==> src/rtl/lsu_pkg.sv <==
// Shared encodings for the load/store byte sequencer: access sizes, FSM states
// and the size-to-byte-count helper.
package lsu_pkg;

  localparam logic [1:0] SZ_B = 2'b00;
  localparam logic [1:0] SZ_H = 2'b01;
  localparam logic [1:0] SZ_W = 2'b10;

  typedef enum logic [1:0] {
    IDLE   = 2'd0,
    ACCESS = 2'd1,
    RESP   = 2'd2
  } state_t;

  // Illegal size never reaches ACCESS, so its count is irrelevant.
  function automatic logic [2:0] byte_count(input logic [1:0] size);
    case (size)
      SZ_B:    byte_count = 3'd1;
      SZ_H:    byte_count = 3'd2;
      SZ_W:    byte_count = 3'd4;
      default: byte_count = 3'd1;
    endcase
  endfunction

endpackage

==> src/rtl/lsu_load_extend.sv <==
// Assembles the little-endian load register into a 32-bit result,
// sign- or zero-extending byte and half loads.
module lsu_load_extend
  import lsu_pkg::*;
(
  input  logic [31:0] data,
  input  logic [1:0]  size,
  input  logic        uns,
  output logic [31:0] ext_data
);

  always_comb begin
    ext_data = data;
    case (size)
      SZ_B:    ext_data = {{24{~uns & data[7]}}, data[7:0]};
      SZ_H:    ext_data = {{16{~uns & data[15]}}, data[15:0]};
      default: ext_data = data;
    endcase
  end

endmodule

==> src/rtl/lsu_byte_sequencer.sv <==
// Splits one RV32 load/store into byte accesses on the 8-bit dram port.
// LSU_MISALIGN_SPLIT_EN: misaligned half/word requests are split instead of rejected.
//
// state  | meaning
// IDLE   | ready; accepts a request on any edge with req_valid
// ACCESS | one dram byte per cycle, idx = 0..N-1
// RESP   | single-cycle response pulse, then back to IDLE
module lsu_byte_sequencer
  import lsu_pkg::*;
#(
  parameter int ADDR_W = 10
) (
  input  logic              clk,
  input  logic              rst_n,
  input  logic              req_valid,
  output logic              req_ready,
  input  logic              req_we,
  input  logic [1:0]        req_size,
  input  logic              req_unsigned,
  input  logic [ADDR_W-1:0] req_addr,
  input  logic [31:0]       req_wdata,
  output logic              resp_valid,
  output logic [31:0]       resp_rdata,
  output logic              resp_err,
  output logic [ADDR_W-1:0] mem_addr,
  output logic [7:0]        mem_wdata,
  output logic              mem_mw,
  input  logic [7:0]        mem_rdata
);

  state_t      state;
  logic [1:0]  size_q;
  logic        uns_q;
  logic        we_q;
  logic        err_q;
  logic [31:0] wdata_q;
  logic [31:0] data_q;
  logic [1:0]  idx;
  logic [1:0]  idx_nxt;
  logic        last;
  logic        req_bad;
  logic [31:0] ext_data;

`ifdef LSU_MISALIGN_SPLIT_EN
  assign req_bad = (req_size == 2'b11);
`else
  logic misalign;
  assign misalign = ((req_size == SZ_H) && req_addr[0]) ||
                    ((req_size == SZ_W) && (req_addr[1:0] != 2'b00));
  assign req_bad  = (req_size == 2'b11) || misalign;
`endif

  assign idx_nxt = idx + 2'd1;
  assign last    = (idx == 2'(byte_count(size_q) - 3'd1));

  always_ff @(posedge clk or negedge rst_n) begin
    if (!rst_n) begin
      state     <= IDLE;
      size_q    <= SZ_B;
      uns_q     <= 1'b0;
      we_q      <= 1'b0;
      err_q     <= 1'b0;
      wdata_q   <= '0;
      data_q    <= '0;
      idx       <= '0;
      mem_addr  <= '0;
      mem_wdata <= '0;
    end else begin
      case (state)
        IDLE: begin
          if (req_valid) begin
            size_q  <= req_size;
            uns_q   <= req_unsigned;
            we_q    <= req_we;
            wdata_q <= req_wdata;
            err_q   <= req_bad;
            data_q  <= '0;
            idx     <= '0;
            if (req_bad) begin
              state <= RESP;
            end else begin
              state    <= ACCESS;
              mem_addr <= req_addr;
              if (req_we) mem_wdata <= req_wdata[7:0];
            end
          end
        end
        ACCESS: begin
          if (!we_q) data_q[{idx, 3'b000} +: 8] <= mem_rdata;
          if (last) begin
            state <= RESP;
          end else begin
            idx      <= idx_nxt;
            mem_addr <= mem_addr + ADDR_W'(1);
            if (we_q) mem_wdata <= wdata_q[{idx_nxt, 3'b000} +: 8];
          end
        end
        RESP:    state <= IDLE;
        default: state <= IDLE;
      endcase
    end
  end

  lsu_load_extend u_load_extend (
    .data     (data_q),
    .size     (size_q),
    .uns      (uns_q),
    .ext_data (ext_data)
  );

  // Write enable depends on registered state only so reset kills it immediately.
  assign req_ready  = (state == IDLE);
  assign resp_valid = (state == RESP);
  assign resp_err   = resp_valid & err_q;
  assign mem_mw     = (state == ACCESS) & we_q;
  assign resp_rdata = (resp_valid && !we_q && !err_q) ? ext_data : '0;

endmodule

==> config.mk <==
export PLATFORM = sky130hd
export DESIGN_NAME = lsu_byte_sequencer
export DESIGN_NICKNAME = d
export VERILOG_FILES = /design/src/rtl/lsu_pkg.sv /design/src/rtl/lsu_load_extend.sv /design/src/rtl/lsu_byte_sequencer.sv
export SDC_FILE = /design/constraint.sdc
export NUM_CORES = 1
export LEC_CHECK = 0
export ABC_AREA = 1
export ABC_CLOCK_PERIOD_IN_PS = 2100
export CAP_MARGIN = 25
export CELL_PAD_IN_SITES_DETAIL_PLACEMENT = 1
export CELL_PAD_IN_SITES_GLOBAL_PLACEMENT = 1
export CORE_UTILIZATION = 37
export DETAILED_ROUTE_END_ITERATION = 16
export PLACE_DENSITY = 0.91
export SYNTH_ARGS = -nofsm -noshare
export SYNTH_HDL_FRONTEND = slang
export SYNTH_HIERARCHICAL = 1
export SYNTH_SLANG_ARGS = --single-unit
==> constraint.sdc <==
create_clock -name clk -period 2.1 [get_ports clk]
set_input_delay 0.42 -clock clk [delete_from_list [all_inputs] [get_ports clk]]
set_output_delay 0.42 -clock clk [all_outputs]
set_load 0.01 [all_outputs]
==> run_results.csv, run 1 <==
group,metric,value,unit
floorplanning,fp.coreArea,13880,um^2
global_route,grt_use_total,21.95,%
sta,finalMaxSlewViolations,0,
floorplanning,die_h,121.4,um
critical_path,crit_start,"size_q[1]$_DFFE_PN0P_",
clocking,cts_made_buffers,9,
global_route,grt_pass1_vias,5293,
placed_design,place_inst,994,
global_route,grt_max_degree,35,
sta,rsz0062_at_grt,"yes",
critical_path,cp.required,1680,ps
synth,ys_seq_area_share,43.17,%
flow_run,maxCapViolCount,0,
synth,syn_inst,723,
sta,period_share,99.99,%
routing,final_antenna_net_count,0,
critical_path,start_kind,"flop",
floorplanning,rows,43,
synth,syn_area,5275,um^2
critical_path,end_kind,"output pin",
finish,multi_input_area,2480,um^2
synth,yosys.cell_types.count,35,
clocking,clkTransAtPathRegs,60,ps
sta,hold_violations,0,
synth,synth_nets,787,
floorplanning,initial_utilization,38.00,%
routing,vias_per_cell,4.950,
sta,fin_skew,4.295,ps
sta,setup_tns,0,ps
clocking,clock-root-buffer,"clkbuf_16",
clocking,htree_num_levels,3,
finish,syn_to_final_growth,28.01,%
routing,drc,0,
critical_path,crit_family,"buffers and inverters",
critical_path,slowest_stage,"dfrtp_2",
finish,regArea,2280,um^2
synth,async_flop_share,100.0,%
critical_path,cp_data_arrival_time,1680,ps
synth,yosysWarnings,6,
critical_path,cpPeakStageDelay,450,ps
clocking,cts_sinks,91,
placed_design,gp_congestion,0.8140,
critical_path,cp_max_fo,8,
sta,final-setup-viol-count,0,
critical_path,critPathKind,"reg -> out",
synth,synth_top_flop_cell,"dfrtp_1",
global_route,overflow,0,
clocking,clk_path_buf_depth,2,
routing,drtIter0Drc,139,
placed_design,port_buffers,110,
outcome,status,"finished, final reports clean",
finish,instances_no_fill,1010,
placed_design,dp.final_hpwl,10.99,mm
clocking,clk_latency,340,ps
sta,fmax,476.2,MHz
critical_path,critical_path.cell_chain,"buf_6 > buf_4 > o21ai_1 > nand2_1 > inv_1 > nor2_1 > dlygate4sd2_1",
sta,tightest_slew,555.5,ps
clocking,cts_hold_buf,0,
sta,slew_headroom,62.82,%
global_route,antenna_found_initial,0,
finish,layout.nets,893,
power,max-vdd-ir-drop,0.0005841,V
critical_path,rr_startpoint,"size_q[0]$_DFFE_PN0P_",
synth,avgSynthCellArea,7.296,um^2
clocking,cts_tree,"yes",
global_route,grt_first_pass_wirelength,25.39,mm
critical_path,critPathBufInv,4,
floorplanning,ios,111,
power,power.leakage,0.003343,uW
floorplanning,die_x,121.4,um
floorplanning,dieArea,14740,um^2
min_path,min_path_type,"in -> async",
routing,num_vias,4999,
synth,synth_edf_count,0,
finish,fillers,1776,
routing,routedWlPerCell,14.84,um
finish,drive_gt1_share,13.01,%
sta,period_needed,2100,ps
synth,synth-seq-cells,91,
sta,whs,32.47,ps
power,power_density,1189,nW/um^2
routing,dr.pass1.iters,4,
finish,diodes,0,
routing,detail_route.wirelength,14.99,mm
[flip-flops by register name (all words and copies together) (netlist names)]
register / flops
idx: 2
mem_addr: 10
size_q: 2
data_q: 32
we_q: 1
mem_wdata: 8
uns_q: 1
err_q: 1
state: 2
wdata_q: 32
[stage by stage]
stage          total power, uW  setup slack, ps  instance area, um^2  utilization (%)
2_1_floorplan             5256            231.6                 5275                -
3_3_place_gp              6344            45.31                 6524            47.00
3_5_place_dp              6497           -8.162                 6524            47.00
4_1_cts                   8072           -17.02                 6734            48.51
5_1_grt                   8639           -76.78                 6753            48.65
6_report                  8032           0.1624                 6753            48.65
[cell type report]
class / instances / area share [%]
clock buffer: 12 / 3.798
inverter: 68 / 3.965
multi-input combinational: 523 / 36.72
sequential: 91 / 33.76
tap: 180 / 3.335
timing repair buffer: 136 / 18.42
[cell usage after synthesis, types with 3 or more instances]
cell type	count	area, um^2
o21ai_2	11	96.34
nand4_1	3	18.77
nor2_1	53	198.9
dfrtp_1	91	2277
nor2_4	3	33.78
buf_4	11	82.58
o21ai_0	19	95.09
nand3_1	79	395.4
buf_6	9	101.4
buf_2	15	75.07
or2_1	3	18.77
nand3_2	3	30.03
clkbuf_1	6	22.52
nand2_2	8	50.05
o21ai_1	17	85.08
inv_2	5	18.77
o22ai_1	4	25.02
ha_1	7	87.58
nand2_1	291	1092
nand2_4	3	33.78
nor2_2	4	25.02
inv_1	61	229.0
[path summary, 6_finish.rpt]
kind	end	slack (ps)	cells past startpoint
worst max-delay path	resp_rdata[14]	0.2	7
worst min-delay path	uns_q$_DFFE_PN0P_	30	1
worst max register to register	mem_wdata[5]$_DFFE_PN0P_	160	10
worst min register to register	mem_wdata[0]$_DFFE_PN0P_	470	2
max in group asynchronous	wdata_q[14]$_DFFE_PN0P_	1480	2
min in group clk	mem_wdata[0]$_DFFE_PN0P_	470	2
[placed cells by master (no fill, tap or decap), types with 2 or more instances in the layout]
cell type and instances:
buf_12 3, buf_2 15, buf_4 21, buf_6 2
clkbuf_16 9, clkbuf_8 2, clkdlybuf4s50_1 75, dfrtp_1 89
dfrtp_2 2, dlygate4sd2_1 18, ha_1 7, inv_1 61
inv_2 5, nand2_1 291, nand2_2 8, nand2_4 4
nand2_8 2, nand3_1 77, nand3_2 5, nand3b_1 2
nand4_1 3, nor2_1 51, nor2_2 5, nor2_4 4
o21ai_0 11, o21ai_1 24, o21ai_2 12, o21ai_4 2
o22ai_1 4, or2_1 3, or2_2 2
[where the power goes]
group	switching [uW]	internal [uW]	total, uW
Clock	629	841	1470
Sequential	450	2350	2800
Combinational	2310	1450	3770
Total	3390	4640	8030
[cell families (layout without fill, tap and decap cells)]
logic type | Yosys count | count (layout) | share of synthesized area, %
simple gates | 457 | 458 | 37.33
buf+inv | 110 | 216 | 10.48
flops | 91 | 91 | 43.17
compound gates | 56 | 56 | 7.021
fa+ha+maj | 7 | 7 | 1.660
xor+xnor | 2 | 2 | 0.3321
[what timing repair did]
action / CTS / global route
gates resized for setup: 93 / 9
setup buffers: 3 / 0
endpoints found under the setup margin: 33 / 16
pin swaps: 2 / 1
cloned: 1 / 0
[metal layers]
metal  vias up  wire length (um)  share of wire (%)  GRT usage (%)
met5         -                 0                  0              0
met4         0               254                1.7          7.562
met3        16               470                3.1          2.444
met2       100              7805                 52          40.41
met1      2434              6457                 43          26.20
li1       2449                 -                  -              -
[worst reg2reg max path: stages (launching register included)]
cell and delay (ps):
dfrtp_2 440, buf_4 190, inv_1 60, ha_1 300, xor2_1 160, nand2_1 100, nand2_1 110, nand2_2 120
buf_4 190, nand3_1 100, nand2_1 70
Power figures use the tool's default switching activity.
==> run 2: changes to the inputs <==
--- a/config.mk
+++ b/config.mk
@@ -13,6 +13,7 @@
 export CORE_UTILIZATION = 37
 export DETAILED_ROUTE_END_ITERATION = 16
 export PLACE_DENSITY = 0.91
+export SETUP_SLACK_MARGIN = 0.3
 export SYNTH_ARGS = -nofsm -noshare
 export SYNTH_HDL_FRONTEND = slang
 export SYNTH_HIERARCHICAL = 1
==> run_results.csv, run 2 (synthesis gave the netlist of run 1 again) <==
group,metric,value,unit
global_route,grt_use_total,25.39,%
floorplanning,die_x,121.4,um
finish,layout_commonest_cell,"nand2_1",
routing,vias_per_cell,5.308,
floorplanning,die_h,121.4,um
global_route,antenna_found_initial,1,
placed_design,dp.final_hpwl,11.30,mm
finish,drive_gt1_share,26.74,%
routing,dr.pass1.iters,5,
placed_design,place_ws,-24.82,ps
critical_path,cp_max_fo,8,
clocking,cts_sinks,91,
global_route,grt_pass1_vias,5551,
finish,layout.nets,923,
clocking,clkTransAtPathRegs,60,ps
critical_path,cp_data_arrival_time,1710,ps
routing,routedWlPerCell,18.88,um
flow_run,maxCapViolCount,0,
outcome,status,"finished, violations left",
sta,finalMaxSlewViolations,0,
routing,final_antenna_net_count,0,
critical_path,cp.required,1680,ps
clocking,clock-root-buffer,"clkbuf_16",
floorplanning,dieArea,14740,um^2
power,power_density,1285,nW/um^2
clocking,cts_hold_buf,0,
routing,num_vias,5542,
sta,period_share,101.6,%
placed_design,port_buffers,110,
sta,setup_tns,-148.9,ps
global_route,overflow,0,
power,max-vdd-ir-drop,0.0005393,V
critical_path,worstReg2RegEnd,"mem_addr[9]$_DFFE_PN0P_",
power,power.leakage,0.003615,uW
sta,fmax,468.5,MHz
finish,final_cell_mix,"nand2_1 (274), dfrtp_1 (84), clkdlybuf4s50_1 (73)",
sta,rsz0062_at_grt,"yes",
sta,hold_violations,0,
routing,detail_route.wirelength,19.71,mm
routing,drc,0,
critical_path,rr_startpoint,"size_q[1]$_DFFE_PN0P_",
global_route,grt_max_degree,40,
global_route,grt_first_pass_wirelength,28.43,mm
sta,period_needed,2135,ps
clocking,clk_path_buf_depth,2,
sta,finalWorstSetupSlack,-34.64,ps
clocking,clk_latency,350,ps
min_path,min_path_type,"in -> async",
sta,tightest_slew,541.8,ps
sta,slew_headroom,63.88,%
critical_path,end_kind,"output pin",
floorplanning,initial_utilization,38.00,%
finish,syn_to_final_growth,41.20,%
finish,largestRegisters,"data_q: 32 flops, wdata_q: 32 flops, mem_addr: 10 flops",
critical_path,critPathKind,"reg -> out",
critical_path,rrSetupSlack,60,ps
sta,final-setup-viol-count,9,
clocking,cts_made_buffers,9,
floorplanning,ios,111,
critical_path,r2r_cells,11,
floorplanning,rows,43,
clocking,cts_tree,"yes",
floorplanning,fp.coreArea,13880,um^2
finish,diodes,0,
placed_design,gp_congestion,0.8079,
critical_path,start_kind,"flop",
sta,fin_skew,5.210,ps
routing,drtIter0Drc,270,
outcome,violations,"setup timing",
clocking,htree_num_levels,3,
## run 2: final cells by class
type                    instances  area [um^2]
repair inverters                1        8.758
repair buffers                163         1493
inverters                      68        274.0
clock inverters                 2        35.03
well taps                     180        225.2
fillers                      1716         6432
flip-flops and latches         91         2286
multi-input cells             525         2873
clock buffers                  14        254.0
## run 2: report_power, final
group | switching, uW | internal (uW) | leakage (uW)
clock network | 689 | 956 | 0.000141
registers | 482 | 2350 | 0.00117
logic | 3070 | 2020 | 0.00230
## run 2: worst max-delay path by stage
stage                                     start                  endpoint  slack [ps]  cells after the start
final                     size_q[1]$_DFFE_PN0P_            resp_rdata[24]         -30                      8
after global routing      size_q[1]$_DFFE_PN0P_            resp_rdata[24]         -70                      8
after CTS                 size_q[1]$_DFFE_PN0P_            resp_rdata[16]          70                      8
after detailed placement  size_q[1]$_DFFE_PN0P_            resp_rdata[17]         -20                      7
after global placement    size_q[1]$_DFFE_PN0P_            resp_rdata[24]          40                      7
after floorplan              idx[0]$_DFFE_PN0P_  mem_wdata[3]$_DFFE_PN0P_         320                     10
## run 2: metrics by stage
step | total power [uW] | area [um^2] | util (%) | hold slack [ps] | cells
floorplan | 5276 | 5284 | - | 124.4 | 723
global placement | 6343 | 6518 | 46.95 | 438.1 | 994
detailed placement | 6529 | 6518 | 46.95 | 439.3 | 994
CTS | 8741 | 7151 | 51.51 | 73.84 | 1025
global route | 10090 | 7448 | 53.66 | 89.53 | 1044
finish | 9573 | 7448 | 53.66 | 55.02 | 1044
## run 2: worst max-delay path, cell delays in order (launching register included)
cell	delay, ps
dfrtp_2	460
buf_6	150
nor2_4	170
buf_6	140
nand2_8	80
nand3_2	90
inv_1	50
nor2_1	80
buf_2	130
## run 2: what timing repair did
action                     in CTS  in global routing
buffers inserted               11                 17
gates resized for setup       187                 86
setup endpoints to repair      77                 77
cloned                          4                  2
pin swaps                      28                 14
## run 2: routing by layer
metal	wire [um]	GRT usage (%)	vias up
li1	-	-	2523
met1	7609	29.74	2736
met2	10270	45.06	210
met3	847	3.759	73
met4	984	12.27	0
met5	0	0	-
